File: src/rtl/dfp_align128_if.sv
// Operand and result bundle for the DFP128 pre-add alignment stage.
// The producer/consumer side uses master; the aligner uses slave.
interface dfp_align128_if #(parameter int N = 34);
    logic               vld_i;
    logic               a_sign;
    logic               b_sign;
    logic [13:0]        a_exp;
    logic [13:0]        b_exp;
    logic [N*4-1:0]     a_sig;
    logic [N*4-1:0]     b_sig;
    logic               a_nan;
    logic               b_nan;
    logic               a_inf;
    logic               b_inf;

    logic               vld_o;
    logic               swap_o;
    logic [13:0]        exp_o;
    logic               big_sign_o;
    logic               sml_sign_o;
    logic [(N+2)*4-1:0] big_sig_o;
    logic [(N+2)*4-1:0] sml_sig_o;
    logic               sticky_o;
    logic               nan_o;
    logic               inf_o;

    modport master (
        output vld_i, a_sign, b_sign, a_exp, b_exp, a_sig, b_sig,
               a_nan, b_nan, a_inf, b_inf,
        input  vld_o, swap_o, exp_o, big_sign_o, sml_sign_o,
               big_sig_o, sml_sig_o, sticky_o, nan_o, inf_o
    );

    modport slave (
        input  vld_i, a_sign, b_sign, a_exp, b_exp, a_sig, b_sig,
               a_nan, b_nan, a_inf, b_inf,
        output vld_o, swap_o, exp_o, big_sign_o, sml_sign_o,
               big_sig_o, sml_sig_o, sticky_o, nan_o, inf_o
    );
endinterface

File: src/rtl/dfp_align128.sv
// Four-stage pre-add aligner: orders operands by exponent and right-shifts
// the smaller BCD significand by whole digits, producing guard/round/sticky.
module dfp_align128 #(
    parameter int N = 34
) (
    input  logic            clk,
    input  logic            rst,
    input  logic            ce,
    dfp_align128_if.slave   bus
);
    localparam int SW = N * 4;
    localparam int W  = (N + 2) * 4;

    logic           s1_vld, s1_a_sign, s1_b_sign, s1_nan, s1_inf, s1_gt;
    logic [13:0]    s1_a_exp, s1_b_exp, s1_diff;
    logic [SW-1:0]  s1_a_sig, s1_b_sig;
    logic           gt_c;
    logic [13:0]    diff_c;

    assign gt_c   = bus.b_exp > bus.a_exp;
    assign diff_c = gt_c ? (bus.b_exp - bus.a_exp) : (bus.a_exp - bus.b_exp);

    always_ff @(posedge clk) begin
        if (rst) begin
            s1_vld    <= 1'b0;
            s1_a_sign <= 1'b0;
            s1_b_sign <= 1'b0;
            s1_nan    <= 1'b0;
            s1_inf    <= 1'b0;
            s1_gt     <= 1'b0;
            s1_a_exp  <= '0;
            s1_b_exp  <= '0;
            s1_diff   <= '0;
            s1_a_sig  <= '0;
            s1_b_sig  <= '0;
        end else if (ce) begin
            s1_vld    <= bus.vld_i;
            s1_a_sign <= bus.a_sign;
            s1_b_sign <= bus.b_sign;
            s1_nan    <= bus.a_nan | bus.b_nan;
            s1_inf    <= bus.a_inf | bus.b_inf;
            s1_gt     <= gt_c;
            s1_a_exp  <= bus.a_exp;
            s1_b_exp  <= bus.b_exp;
            s1_diff   <= diff_c;
            s1_a_sig  <= bus.a_sig;
            s1_b_sig  <= bus.b_sig;
        end
    end

    // Any difference of N+2 digits or more pushes the whole significand below the round digit.
    logic           s2_vld, s2_swap, s2_big_sign, s2_sml_sign, s2_nan, s2_inf;
    logic [13:0]    s2_exp;
    logic [W-1:0]   s2_big_ext, s2_sml_ext;
    logic [5:0]     s2_shift;
    logic [5:0]     shift_c;

    assign shift_c = (s1_diff >= 14'(N + 2)) ? 6'(N + 2) : s1_diff[5:0];

    always_ff @(posedge clk) begin
        if (rst) begin
            s2_vld      <= 1'b0;
            s2_swap     <= 1'b0;
            s2_big_sign <= 1'b0;
            s2_sml_sign <= 1'b0;
            s2_nan      <= 1'b0;
            s2_inf      <= 1'b0;
            s2_exp      <= '0;
            s2_big_ext  <= '0;
            s2_sml_ext  <= '0;
            s2_shift    <= '0;
        end else if (ce) begin
            s2_vld      <= s1_vld;
            s2_swap     <= s1_gt;
            s2_big_sign <= s1_gt ? s1_b_sign : s1_a_sign;
            s2_sml_sign <= s1_gt ? s1_a_sign : s1_b_sign;
            s2_nan      <= s1_nan;
            s2_inf      <= s1_inf;
            s2_exp      <= s1_gt ? s1_b_exp : s1_a_exp;
            s2_big_ext  <= s1_gt ? {s1_b_sig, 8'h00} : {s1_a_sig, 8'h00};
            s2_sml_ext  <= s1_gt ? {s1_a_sig, 8'h00} : {s1_b_sig, 8'h00};
            s2_shift    <= shift_c;
        end
    end

    logic           s3_vld, s3_swap, s3_big_sign, s3_sml_sign, s3_nan, s3_inf, s3_sticky;
    logic [13:0]    s3_exp;
    logic [W-1:0]   s3_big_sig, s3_sml_sig;
    logic [7:0]     sh_bits;
    logic [W-1:0]   sml_sh_c, lost_mask;
    logic           sticky_c;

    assign sh_bits   = {s2_shift, 2'b00};
    assign sml_sh_c  = s2_sml_ext >> sh_bits;
    assign lost_mask = ~({W{1'b1}} << sh_bits);
    assign sticky_c  = |(s2_sml_ext & lost_mask);

    always_ff @(posedge clk) begin
        if (rst) begin
            s3_vld      <= 1'b0;
            s3_swap     <= 1'b0;
            s3_big_sign <= 1'b0;
            s3_sml_sign <= 1'b0;
            s3_nan      <= 1'b0;
            s3_inf      <= 1'b0;
            s3_sticky   <= 1'b0;
            s3_exp      <= '0;
            s3_big_sig  <= '0;
            s3_sml_sig  <= '0;
        end else if (ce) begin
            s3_vld      <= s2_vld;
            s3_swap     <= s2_swap;
            s3_big_sign <= s2_big_sign;
            s3_sml_sign <= s2_sml_sign;
            s3_nan      <= s2_nan;
            s3_inf      <= s2_inf;
            s3_sticky   <= sticky_c;
            s3_exp      <= s2_exp;
            s3_big_sig  <= s2_big_ext;
            s3_sml_sig  <= sml_sh_c;
        end
    end

    always_ff @(posedge clk) begin
        if (rst) begin
            bus.vld_o      <= 1'b0;
            bus.swap_o     <= 1'b0;
            bus.big_sign_o <= 1'b0;
            bus.sml_sign_o <= 1'b0;
            bus.nan_o      <= 1'b0;
            bus.inf_o      <= 1'b0;
            bus.sticky_o   <= 1'b0;
            bus.exp_o      <= '0;
            bus.big_sig_o  <= '0;
            bus.sml_sig_o  <= '0;
        end else if (ce) begin
            bus.vld_o      <= s3_vld;
            bus.swap_o     <= s3_swap;
            bus.big_sign_o <= s3_big_sign;
            bus.sml_sign_o <= s3_sml_sign;
            bus.nan_o      <= s3_nan;
            bus.inf_o      <= s3_inf;
            bus.sticky_o   <= s3_sticky;
            bus.exp_o      <= s3_exp;
            bus.big_sig_o  <= s3_big_sig;
            bus.sml_sig_o  <= s3_sml_sig;
        end
    end
endmodule

File: src/flat_wrapper.sv
// flat-port wrapper written by rule: the top's interface ports become plain ports
module dfp_align128_flat 
#(
    parameter int N = 34
)
  (clk, rst, ce, bus_vld_i, bus_a_sign, bus_b_sign, bus_a_exp, bus_b_exp, bus_a_sig, bus_b_sig, bus_a_nan, bus_b_nan, bus_a_inf, bus_b_inf, bus_vld_o, bus_swap_o, bus_exp_o, bus_big_sign_o, bus_sml_sign_o, bus_big_sig_o, bus_sml_sig_o, bus_sticky_o, bus_nan_o, bus_inf_o);
  dfp_align128_if #(.N(N)) bus_i ();
  input  logic clk;
  input  logic rst;
  input  logic ce;
  input wire logic [$bits(bus_i.vld_i)-1:0] bus_vld_i;
  input wire logic [$bits(bus_i.a_sign)-1:0] bus_a_sign;
  input wire logic [$bits(bus_i.b_sign)-1:0] bus_b_sign;
  input wire logic [$bits(bus_i.a_exp)-1:0] bus_a_exp;
  input wire logic [$bits(bus_i.b_exp)-1:0] bus_b_exp;
  input wire logic [$bits(bus_i.a_sig)-1:0] bus_a_sig;
  input wire logic [$bits(bus_i.b_sig)-1:0] bus_b_sig;
  input wire logic [$bits(bus_i.a_nan)-1:0] bus_a_nan;
  input wire logic [$bits(bus_i.b_nan)-1:0] bus_b_nan;
  input wire logic [$bits(bus_i.a_inf)-1:0] bus_a_inf;
  input wire logic [$bits(bus_i.b_inf)-1:0] bus_b_inf;
  output wire logic [$bits(bus_i.vld_o)-1:0] bus_vld_o;
  output wire logic [$bits(bus_i.swap_o)-1:0] bus_swap_o;
  output wire logic [$bits(bus_i.exp_o)-1:0] bus_exp_o;
  output wire logic [$bits(bus_i.big_sign_o)-1:0] bus_big_sign_o;
  output wire logic [$bits(bus_i.sml_sign_o)-1:0] bus_sml_sign_o;
  output wire logic [$bits(bus_i.big_sig_o)-1:0] bus_big_sig_o;
  output wire logic [$bits(bus_i.sml_sig_o)-1:0] bus_sml_sig_o;
  output wire logic [$bits(bus_i.sticky_o)-1:0] bus_sticky_o;
  output wire logic [$bits(bus_i.nan_o)-1:0] bus_nan_o;
  output wire logic [$bits(bus_i.inf_o)-1:0] bus_inf_o;
  assign bus_i.vld_i = bus_vld_i;
  assign bus_i.a_sign = bus_a_sign;
  assign bus_i.b_sign = bus_b_sign;
  assign bus_i.a_exp = bus_a_exp;
  assign bus_i.b_exp = bus_b_exp;
  assign bus_i.a_sig = bus_a_sig;
  assign bus_i.b_sig = bus_b_sig;
  assign bus_i.a_nan = bus_a_nan;
  assign bus_i.b_nan = bus_b_nan;
  assign bus_i.a_inf = bus_a_inf;
  assign bus_i.b_inf = bus_b_inf;
  assign bus_vld_o = bus_i.vld_o;
  assign bus_swap_o = bus_i.swap_o;
  assign bus_exp_o = bus_i.exp_o;
  assign bus_big_sign_o = bus_i.big_sign_o;
  assign bus_sml_sign_o = bus_i.sml_sign_o;
  assign bus_big_sig_o = bus_i.big_sig_o;
  assign bus_sml_sig_o = bus_i.sml_sig_o;
  assign bus_sticky_o = bus_i.sticky_o;
  assign bus_nan_o = bus_i.nan_o;
  assign bus_inf_o = bus_i.inf_o;
  dfp_align128 #(.N(N)) u_core (.clk(clk), .rst(rst), .ce(ce), .bus(bus_i));
endmodule
File: config.mk
export PLATFORM = sky130hd
export DESIGN_NAME = dfp_align128_flat
export DESIGN_NICKNAME = d
export VERILOG_FILES = /design/src/rtl/dfp_align128_if.sv /design/src/rtl/dfp_align128.sv /design/src/flat_wrapper.sv
export SDC_FILE = /design/constraint.sdc
export NUM_CORES = 2
export LEC_CHECK = 0
export CAP_MARGIN = 20
export CORE_MARGIN = 2
export CORE_UTILIZATION = 61
export DETAILED_ROUTE_END_ITERATION = 10
export DONT_BUFFER_PORTS = 1
export PLACE_DENSITY = 0.89
export SYNTH_ARGS = -nofsm -noshare
export SYNTH_HDL_FRONTEND = slang
export SYNTH_SLANG_ARGS = --single-unit
File: constraint.sdc
create_clock -name clk -period 5.4 [get_ports clk]
set_clock_uncertainty 0.05 [all_clocks]
set_input_delay 1.08 -clock clk [delete_from_list [all_inputs] [get_ports clk]]
set_output_delay 1.08 -clock clk [all_outputs]
set_load 0.05 [all_outputs]
==> run metrics <==
status=finished with violations; failing checks=slew limit, setup timing; PnR worst setup slack=-4.05 ns; static leakage=0.0229 µW; maximum fanout along the worst path=1405; Sw Ratio=0.264; Synth Area in Compound Gates=0.103; RSZ-0062 raised after global routing=false; Comb power frac=0.112; Core ar.=86500 µm²; number of global-route vias before repair=37900; drt pass-1 iters=6; WS Path Type=input port to flop; Psw=5450 µW; multi-input logic area=26600 µm²; Top FF cell, synth=dfxtp_1; Sequential Area=24400 µm²; post-synth cell types=83; Slew Limit Fails=1770; initial core utilization=0.614; NumNets Final=5542; peak supply drop=0.333 mV; number of setup violations in the final report=579; global-route wire length before repair=239 mm; TNS Setup=-825.33 ns; GRT overflow=0; design area=57100 µm²; setup bufs post-CTS=0; Worst Setup Start Kind=input port; Crit. End Element=flop; CP max-delay cell=clkinv_2; placed wire-length estimate=112 mm; multiplexer share of the synthesized area=0.265; Final period util=1.75; number of antenna violations at the first check in global routing=15; ys async rst share=0; I/O pins=619; area share of fa/ha/maj cells after synthesis=0.00768; clk_lat worst skew=0.74 ns; Detail Route Antenna Nets=0; CP required=5.88 ns; RePlAce Congestion=1.03; clock period minus worst slack=9.45 ns; Die Span X=299 µm; Max Cap Viol=0; CP arrival=9.93 ns; Pwr Density=362 nW/µm²; Vias=40700; slowest stage delay, CP=3.12 ns; Area Overhead vs Synth=7.55%; DP Area=53000 µm²; final WL=162 mm; Least-Margin Pin Slew=8.54 ns; height of the die=299 µm; Final Core Density=0.660; synth cell count leaders=1266 x nor2_1, 1220 x dfxtp_1, 1174 x mux2i_1; Post-Syn Area per Cell=9.66 µm²; worst relative slew slack=-4.69; # resized after CTS=0; FILL cells=6562; synth top area cells=dfxtp_1 46%, mux2i_1 22%, nor2_1 9.0%; initial drt markers=4958; Flop pwr share=0.485; FP Rows=108; Post-Synthesis Cells=5494; Die ar.=89400 µm²; clock tree from TritonCTS=yes; internal power=15200 µW; Place WS=1.44 ns; EDFF count, synth=0; clk buf depth=3; Clk pwr share=0.403; Tot GR Track Use=0.346; WL/cell=25.1 µm; Post-route DRC=0; leading area contributor after synthesis=dfxtp_1; largest family of logic cells by synthesized area=multiplexers; Tightest Hold Check Type=input port to flop; FMAX=0.106 GHz; clk root buf=clkbuf_16; sequential share of the synthesized area=0.460; IO buf count=0; XOR/XNOR Fraction of Synth Area=0.000990; Seq cells post-synth=1220; simple-gate share of the synthesized area=0.124; Synthesis Warnings=0; share of cells above drive strength 1=0.0753; H-tree Lvls=3; most numerous cell in the Yosys netlist=nor2_1; CTS Buf Count=117; DR vias/cell=6.29; Post-Syn Area=53100 µm²; largest net degree at the start of global routing=1406; CP cell instances=clkinv_2 > a41o_1 > a221oi_1 > o21ai_0 > a21oi_1 > nor3_1; cts hold-fix bufs=0; Reg clk slew, reported paths=0.06 ns; Final Hold Viols=0; # clock sinks=1220; top cell type's share of synthesized area=0.460
## worst max-delay path, delay by kind of cell
kind / cells / cell delay [ns]
AND/OR/NAND/NOR: 1 / 0.07
buffers and inverters: 1 / 3.12
AO/OA/AOI/OAI: 4 / 1.54
## flip-flops by register name, indices dropped and copies added (netlist names), 6 cells and up
register and cells:
u_core.bus.exp_o 14, u_core.s2_exp 14, u_core.bus.big_sig_o 136, u_core.bus.sml_sig_o 144
u_core.s3_sml_sig 144, u_core.s2_shift 6, u_core.s1_a_exp 14, u_core.s3_exp 14
u_core.s1_b_sig 136, u_core.s1_b_exp 14, u_core.s3_big_sig 136, u_core.s2_big_ext 136
u_core.s1_diff 14, u_core.s2_sml_ext 136, u_core.s1_a_sig 136
## layout by cell type, fill, tap and decap left out, types with 14 or more instances in the layout
cell type and instances:
clkbuf_1 21, o21ai_0 86, o22ai_1 21, buf_4 38
nand3_1 15, clkbuf_8 18, a211oi_1 317, nor3_1 27
nand2_1 247, inv_1 46, clkbuf_16 117, mux2_2 48
dfxtp_1 1215, o211ai_1 15, nand2b_1 14, mux2i_1 1174
nor4_1 28, a31oi_1 22, mux4_2 77, clkinv_2 32
a22oi_1 81, a21oi_1 88, a221oi_1 26, diode_2 14
nor2_1 1265, a222oi_1 17, ha_1 27
## layer usage
metal  up-vias  track usage  part of all wire
li1      18900            -                 -
met2      1897        0.533              0.45
met4         4        0.165             0.048
met5         -            0           0.00017
met3       412       0.0850             0.099
met1     19500        0.457              0.40
## through the flow
stage	hold WS, ns	power, µW	instances
final	0.401	20700	6470
after global routing	0.372	21000	6468
after CTS	0.426	20300	6452
after detailed placement	0.417	12100	6235
after global placement	0.411	12000	6235
after floorplan	0.375	11700	5501
## worst paths after layout
check                         from                     to  slack (ns)  cells after the start
max                             ce   u_core.s3_sml_sig[5]       -4.05                      6
min                            rst    u_core.s1_b_exp[11]        0.40                      1
max reg2reg     u_core.s2_shift[0]  u_core.s3_sml_sig[13]        1.66                      8
min reg2reg  u_core.s3_sml_sig[40]  u_core.s3_sml_sig[40]        0.42                      2
## layout make-up
class	count	share of cell area
clock inverters	61	0.0115
clock buffers	156	0.0570
diodes	14	0.000614
multi-input cells	3769	0.466
flip-flops and latches	1220	0.428
well taps	1155	0.0253
repair buffers	45	0.00769
inverters	50	0.00338
## cell families (layout without fill, tap and decap cells)
| kind of cell | Yosys count | count (layout) |
|---|---|---|
| xor+xnor | 6 | 6 |
| simple gates | 1657 | 1657 |
| compound gates | 765 | 765 |
| flops | 1220 | 1220 |
| other cells | 1 | 22 |
| buf+inv | 512 | 312 |
| mux | 1301 | 1301 |
| fa+ha+maj | 32 | 32 |
## power by group through the flow
stage               Clock [µW]  Combinational [µW]  Sequential (µW)
global placement             0                1870            10200
detailed placement           0                1910            10200
floorplan                    0                1760             9980
global route              8760                2240            10000
finish                    8340                2320            10000
CTS                       8390                1940             9990
Power figures use the tool's default switching activity.
